===== config.mk =====
export PLATFORM = sky130hd
export DESIGN_NAME = tl_ul_reg_responder
export DESIGN_NICKNAME = d
export VERILOG_FILES = /design/src/rtl/tl_ul_pkg.sv /design/src/rtl/tl_ul_lane_mask.sv /design/src/rtl/tl_ul_reg_responder.sv
export SDC_FILE = /design/constraint.sdc
export NUM_CORES = 1
export LEC_CHECK = 0
export ABC_AREA = 1
export BUFFER_PORTS_ARGS = -buffer_cell sky130_fd_sc_hd__buf_4
export CORE_UTILIZATION = 30
export CTS_CLUSTER_SIZE = 20
export DETAILED_ROUTE_END_ITERATION = 10
export PLACE_DENSITY = 0.44
export SLEW_MARGIN = 20
export SYNTH_ARGS = -nofsm -noshare
export SYNTH_HDL_FRONTEND = slang
export SYNTH_SLANG_ARGS = --single-unit

===== constraint.sdc =====
create_clock -name clock -period 2.6 [get_ports clock]
set_input_delay 0.26 -clock clock [delete_from_list [all_inputs] [get_ports clock]]
set_output_delay 0.26 -clock clock [all_outputs]
set_load 0.02 [all_outputs]

===== src/rtl/tl_ul_pkg.sv =====
// tl_ul_pkg: shared TileLink-UL opcodes, field widths and responder state encoding
package tl_ul_pkg;
  localparam int ADDR_W   = 28;
  localparam int SOURCE_W = 5;
  localparam int SIZE_W   = 3;
  localparam int DATA_W   = 32;
  localparam logic [2:0] PUT_FULL        = 3'd0;
  localparam logic [2:0] PUT_PARTIAL     = 3'd1;
  localparam logic [2:0] GET             = 3'd4;
  localparam logic [2:0] ACCESS_ACK      = 3'd0;
  localparam logic [2:0] ACCESS_ACK_DATA = 3'd1;
  typedef enum logic [1:0] {IDLE, WAIT, RESP} state_e;
endpackage


===== src/rtl/tl_ul_lane_mask.sv =====
// tl_ul_lane_mask: byte-lane mask and alignment check for a 32-bit TL-UL beat
module tl_ul_lane_mask
  import tl_ul_pkg::*;
(
  input  logic [SIZE_W-1:0] size,
  input  logic [1:0]        addr_lsb,
  output logic [3:0]        lane_mask,
  output logic              align_ok
);
  // sizes above a word never align, so the mask value is irrelevant for them
  always_comb begin
    lane_mask = size == 3'd0 ? 4'b0001 << addr_lsb :
                size == 3'd1 ? 4'b0011 << {addr_lsb[1], 1'b0} : 4'b1111;
    align_ok  = size == 3'd0 || (size == 3'd1 && !addr_lsb[0]) ||
                (size == 3'd2 && addr_lsb == 2'b00);
  end
endmodule


===== src/rtl/tl_ul_reg_responder.sv =====
// tl_ul_reg_responder: TL-UL manager terminating a register bank, one request outstanding
module tl_ul_reg_responder
  import tl_ul_pkg::*;
#(
  parameter int                NREGS       = 8,
  parameter logic [ADDR_W-1:0] BASE_ADDR   = 28'h000_0000,
  parameter int                WAIT_CYCLES = 0
) (
  input  logic                clock,
  input  logic                reset_n,
  input  logic                a_valid,
  output logic                a_ready,
  input  logic [2:0]          a_opcode,
  input  logic [2:0]          a_param,
  input  logic [SIZE_W-1:0]   a_size,
  input  logic [SOURCE_W-1:0] a_source,
  input  logic [ADDR_W-1:0]   a_address,
  input  logic [3:0]          a_mask,
  input  logic [DATA_W-1:0]   a_data,
  output logic                d_valid,
  input  logic                d_ready,
  output logic [2:0]          d_opcode,
  output logic [2:0]          d_param,
  output logic [SIZE_W-1:0]   d_size,
  output logic [SOURCE_W-1:0] d_source,
  output logic                d_sink,
  output logic                d_denied,
  output logic                d_corrupt,
  output logic [DATA_W-1:0]   d_data
);
  state_e                state_q, state_d;
  logic [3:0]            cnt_q, cnt_d;
  logic [2:0]            d_opcode_q, d_opcode_d;
  logic [SIZE_W-1:0]     d_size_q, d_size_d;
  logic [SOURCE_W-1:0]   d_source_q, d_source_d;
  logic                  d_denied_q, d_denied_d, d_corrupt_q, d_corrupt_d;
  logic [DATA_W-1:0]     d_data_q, d_data_d;
  logic [DATA_W-1:0]     regs_q [NREGS];
  logic [DATA_W-1:0]     regs_d [NREGS];
  logic [3:0]            lane_mask;
  logic                  align_ok, is_put, is_get, legal, a_fire, d_fire;
  logic [ADDR_W-1:0]     offset;
  logic [DATA_W-1:0]     rdata;
  logic                  unused_ok;

  tl_ul_lane_mask u_lane (
    .size      (a_size),
    .addr_lsb  (a_address[1:0]),
    .lane_mask (lane_mask),
    .align_ok  (align_ok)
  );

  // addresses below BASE_ADDR wrap to a huge offset and fail the range check
  assign offset    = a_address - BASE_ADDR;
  assign is_put    = a_opcode == PUT_FULL || a_opcode == PUT_PARTIAL;
  assign is_get    = a_opcode == GET;
  assign legal     = (is_put || is_get) && align_ok &&
                     offset[ADDR_W-1:2] < (ADDR_W-2)'(NREGS) &&
                     a_mask != 4'b0000 && (a_mask & ~lane_mask) == 4'b0000 &&
                     (a_opcode != PUT_FULL || a_mask == lane_mask);
  assign a_ready   = state_q == IDLE || (state_q == RESP && d_ready && WAIT_CYCLES == 0);
  assign a_fire    = a_valid && a_ready;
  assign d_valid   = state_q == RESP;
  assign d_fire    = d_valid && d_ready;
  assign d_opcode  = d_opcode_q;
  assign d_param   = 3'd0;
  assign d_size    = d_size_q;
  assign d_source  = d_source_q;
  assign d_sink    = 1'b0;
  assign d_denied  = d_denied_q;
  assign d_corrupt = d_corrupt_q;
  assign d_data    = d_data_q;
  assign unused_ok = ^{a_param, offset[1:0]};

  // read mux over the register bank
  always_comb begin
    rdata = '0;
    for (int i = 0; i < NREGS; i++)
      if (offset[ADDR_W-1:2] == (ADDR_W-2)'(i)) rdata = regs_q[i];
  end

  // legal puts merge the enabled byte lanes into the addressed register
  always_comb begin
    for (int i = 0; i < NREGS; i++) begin
      regs_d[i] = regs_q[i];
      if (a_fire && legal && is_put && offset[ADDR_W-1:2] == (ADDR_W-2)'(i))
        for (int b = 0; b < 4; b++)
          if (a_mask[b]) regs_d[i][8*b +: 8] = a_data[8*b +: 8];
    end
  end

  // sequencing and response capture; a new accept overrides the D-fire return to idle
  always_comb begin
    state_d     = state_q;
    cnt_d       = cnt_q;
    d_opcode_d  = d_opcode_q;
    d_size_d    = d_size_q;
    d_source_d  = d_source_q;
    d_denied_d  = d_denied_q;
    d_corrupt_d = d_corrupt_q;
    d_data_d    = d_data_q;
    if (state_q == WAIT) begin
      state_d = cnt_q == 4'd0 ? RESP : WAIT;
      cnt_d   = cnt_q == 4'd0 ? 4'd0 : cnt_q - 4'd1;
    end
    if (d_fire) state_d = IDLE;
    if (a_fire) begin
      state_d     = WAIT_CYCLES > 0 ? WAIT : RESP;
      cnt_d       = WAIT_CYCLES > 0 ? 4'(WAIT_CYCLES - 1) : 4'd0;
      d_opcode_d  = is_put ? ACCESS_ACK : ACCESS_ACK_DATA;
      d_size_d    = a_size;
      d_source_d  = a_source;
      d_denied_d  = !legal;
      d_corrupt_d = !legal && !is_put;
      d_data_d    = legal && is_get ? rdata : '0;
    end
  end

  // all state, response fields and registers clear asynchronously on reset
  always_ff @(posedge clock or negedge reset_n) begin
    if (!reset_n) begin
      state_q     <= IDLE;
      cnt_q       <= 4'd0;
      d_opcode_q  <= 3'd0;
      d_size_q    <= '0;
      d_source_q  <= '0;
      d_denied_q  <= 1'b0;
      d_corrupt_q <= 1'b0;
      d_data_q    <= '0;
      for (int i = 0; i < NREGS; i++) regs_q[i] <= '0;
    end else begin
      state_q     <= state_d;
      cnt_q       <= cnt_d;
      d_opcode_q  <= d_opcode_d;
      d_size_q    <= d_size_d;
      d_source_q  <= d_source_d;
      d_denied_q  <= d_denied_d;
      d_corrupt_q <= d_corrupt_d;
      d_data_q    <= d_data_d;
      for (int i = 0; i < NREGS; i++) regs_q[i] <= regs_d[i];
    end
  end
endmodule


==> results.json <==
{
  "maxCapViolations": 0,
  "max_slew_margin_pct": 56.95,
  "cts-root-buf": "clkbuf_16",
  "drc": 0,
  "cts_setup_buffers": 0,
  "wl_per_cell_um": 16.15,
  "yosysWarnings": 0,
  "routed_wirelength_um": 42080,
  "ys_types": 39,
  "ys_seq_area_share_pct": 51.39,
  "place.port_buffers": 123,
  "pwr_density_cell_nw_per_um2": 554.6,
  "drt_iter0_markers": 821,
  "grt_pass1_wl_um": 67820,
  "h-tree-depth": 2,
  "ys_seq_elements": 305,
  "ant_nets": 0,
  "cts.sinks": 305,
  "core_area_um2": 48850,
  "status": "complete, no violations",
  "worstPathArrival_ns": 2.56,
  "grt_pass1_vias": 11860,
  "crit_path_max_fanout": 16,
  "grt_setup_unrepaired": "no",
  "rows": 81,
  "max_freq_mhz": 462.8,
  "finalPower_w": 0.009940,
  "drive_gt1_share_pct": 18.38,
  "die_x_um": 224.5,
  "async_flop_share_pct": 100.0,
  "setup_viol": 0,
  "synth-edff-count": 0,
  "ir_worst_vdd_mv": 0.3082,
  "regToRegSetupSlack_ns": 0.51,
  "antenna_found_initial": 0,
  "cp-start-kind": "input port",
  "insertion_delay_ns": 0.53,
  "cts_resized": 0,
  "regArea_um2": 7632,
  "pre_cts_ws_ns": -0.1131,
  "initial_core_util_pct": 30.40,
  "dpl.hpwl_um": 27530,
  "hold_violations": 0,
  "cts_buffers": 37,
  "cp.required_ns": 3.00,
  "dr.pass1.iters": 5,
  "grt_max_degree": 73,
  "synth_ff_type": "dfrtp_1",
  "multiInputGateArea_um2": 6132,
  "antenna_cells": 0,
  "vias_per_cell": 4.550,
  "path_class": "input port to flip-flop",
  "ctsLongestPathBuffers": 3,
  "nFillCells": 5154,
  "tightest_slew_ns": 0.6458,
  "syn_inst": 1775,
  "areaGrowthSynthToFinish_pct": 20.68,
  "syn_area_um2": 14850,
  "die-area_um2": 50400,
  "cp-end-kind": "flip-flop",
  "die_height_um": 224.5,
  "syn_avg_cell_area_um2": 8.366,
  "drv_slew": 0,
  "routabilityCongestion": 0.7983,
  "hold_path.class": "input port to flip-flop",
  "io_pins": 133,
  "gr-total-overflow": 0,
  "leakagePower_nw": 8.705,
  "layout_min_cycle_time_ns": 2.161,
  "nNetsFinal": 2009,
  "routed-via-count": 11860,
  "track_usage_pct": 17.35,
  "clk_pin_slew_ns": 0.06,
  "cts_tree": "yes",
  "skew_ns": 0.007762,
  "timing.final.ws_setup_ns": 0.4391,
  "period_share_pct": 83.11,
  "finish.utilization_pct": 36.69
}
==> flip-flops by register name, summed over array words and instances (netlist names) <==
signal / cells
regs_q: 256
d_data: 32
d_source: 5
cnt_q: 4
d_size: 3
state_q: 2
d_corrupt: 1
d_denied: 1
d_opcode: 1
==> worst paths after layout <==
kind	startpoint	end	cells after the start
setup / recovery	a_size[1]	regs_q[25]	16
hold / removal	a_size[1]	d_size[1]	3
setup reg to reg	state_q[1]	regs_q[25]	9
hold reg to reg	regs_q[104]	regs_q[104]	2
max in group asynchronous	reset_n	regs_q[111]	3
min in group asynchronous	reset_n	d_source[4]	2
==> cell usage in the layout (no fill, tap or decap), drive strengths merged <==
master	count
a211oi	1
a21oi	6
a311oi	1
a31oi	1
buf	181
bufinv	1
clkbuf	52
clkinv	5
clkinvlp	1
conb	6
dfrtp	305
dlygate4sd3	7
ha	4
inv	147
nand2	618
nand3	106
nand3b	6
nand4	37
nor2	161
nor3	14
nor4	1
o21a	1
o21ai	277
o22ai	1
or2	2
==> metrics by stage <==
step	instance area, µm²	setup TNS (ns)	hold slack, ns	instances
CTS	17920	0	0.03689	2606
floorplan	14870	0	-0.03559	1780
global route	17920	0	0.05430	2606
global placement	16780	-2.118	0.2954	2541
finish	17920	0	0.06013	2606
detailed placement	16780	-10.68	0.2966	2541
==> final cells by class <==
cell class              instances  share of cell area [%]
clock inverters                 6                  0.3211
repair buffers                188                   9.481
well taps                     664                   4.636
inverters                     148                   3.114
clock buffers                  52                   5.648
flip-flops and latches        305                   42.59
multi-input cells            1243                   34.22
==> kinds of logic (layout without fill, tap and decap cells) <==
kind of cell             after synthesis  in the layout  synth area share (%)
AO/OA/AOI/OAI                        288            288                 11.45
adder cells (fa/ha/maj)                4              4                0.3370
buffers and inverters                232            394                 7.515
flip-flops                           305            305                 51.39
other                                  1              6               0.02525
AND/OR/NAND/NOR                      945            945                 29.28
==> worst max-delay path, stage by stage <==
cell and delay (ns):
buf_4 0.09, inv_1 0.05, nand2_1 0.06, inv_1 0.05, a21oi_1 0.17, a21oi_1 0.06
ha_1 0.19, nor3_1 0.31, nand4_1 0.15, nor2_2 0.12, nand4_2 0.16, nor2_8 0.19
buf_12 0.22, nand3_4 0.25, nand2_1 0.12, o21ai_1 0.07
==> synth_stat cells, types with 12 or more instances <==
cell type  count  area share [%]
o21ai_2       66             3.9
o21ai_0       36             1.2
buf_6         15             1.1
inv_1        137             3.5
nand2_1      615              16
buf_4         12            0.61
dfrtp_1      305              51
nand4_1       35             1.5
nand3_1       73             2.5
clkbuf_1      25            0.63
nor2_1       152             3.8
o21ai_1      175             5.9
nand3_4       30             3.5
buf_2         29            0.98
==> repair_timing <==
item                       CTS  global route
setup endpoints to repair    0             0
hold buffers                 7             0
hold endpoints to repair    69             0
==> report_power, final <==
| part | switching, W | total, W | internal, W |
|---|---|---|---|
| logic | 0.000302 | 0.000443 | 0.000142 |
| registers | 0.00000628 | 0.00477 | 0.00476 |
| clock network | 0.00195 | 0.00473 | 0.00278 |
| total | 0.00225 | 0.00994 | 0.00769 |
==> per-layer routing <==
metal / vias up / track usage, % / routed length, µm
met1: 5626 / 22.88 / 19310
met5: - / 0 / 0
met3: 62 / 2.430 / 1348
met2: 186 / 29.14 / 20280
li1: 5982 / - / -
met4: 0 / 5.859 / 1144
(Power assumes the default switching activity.)
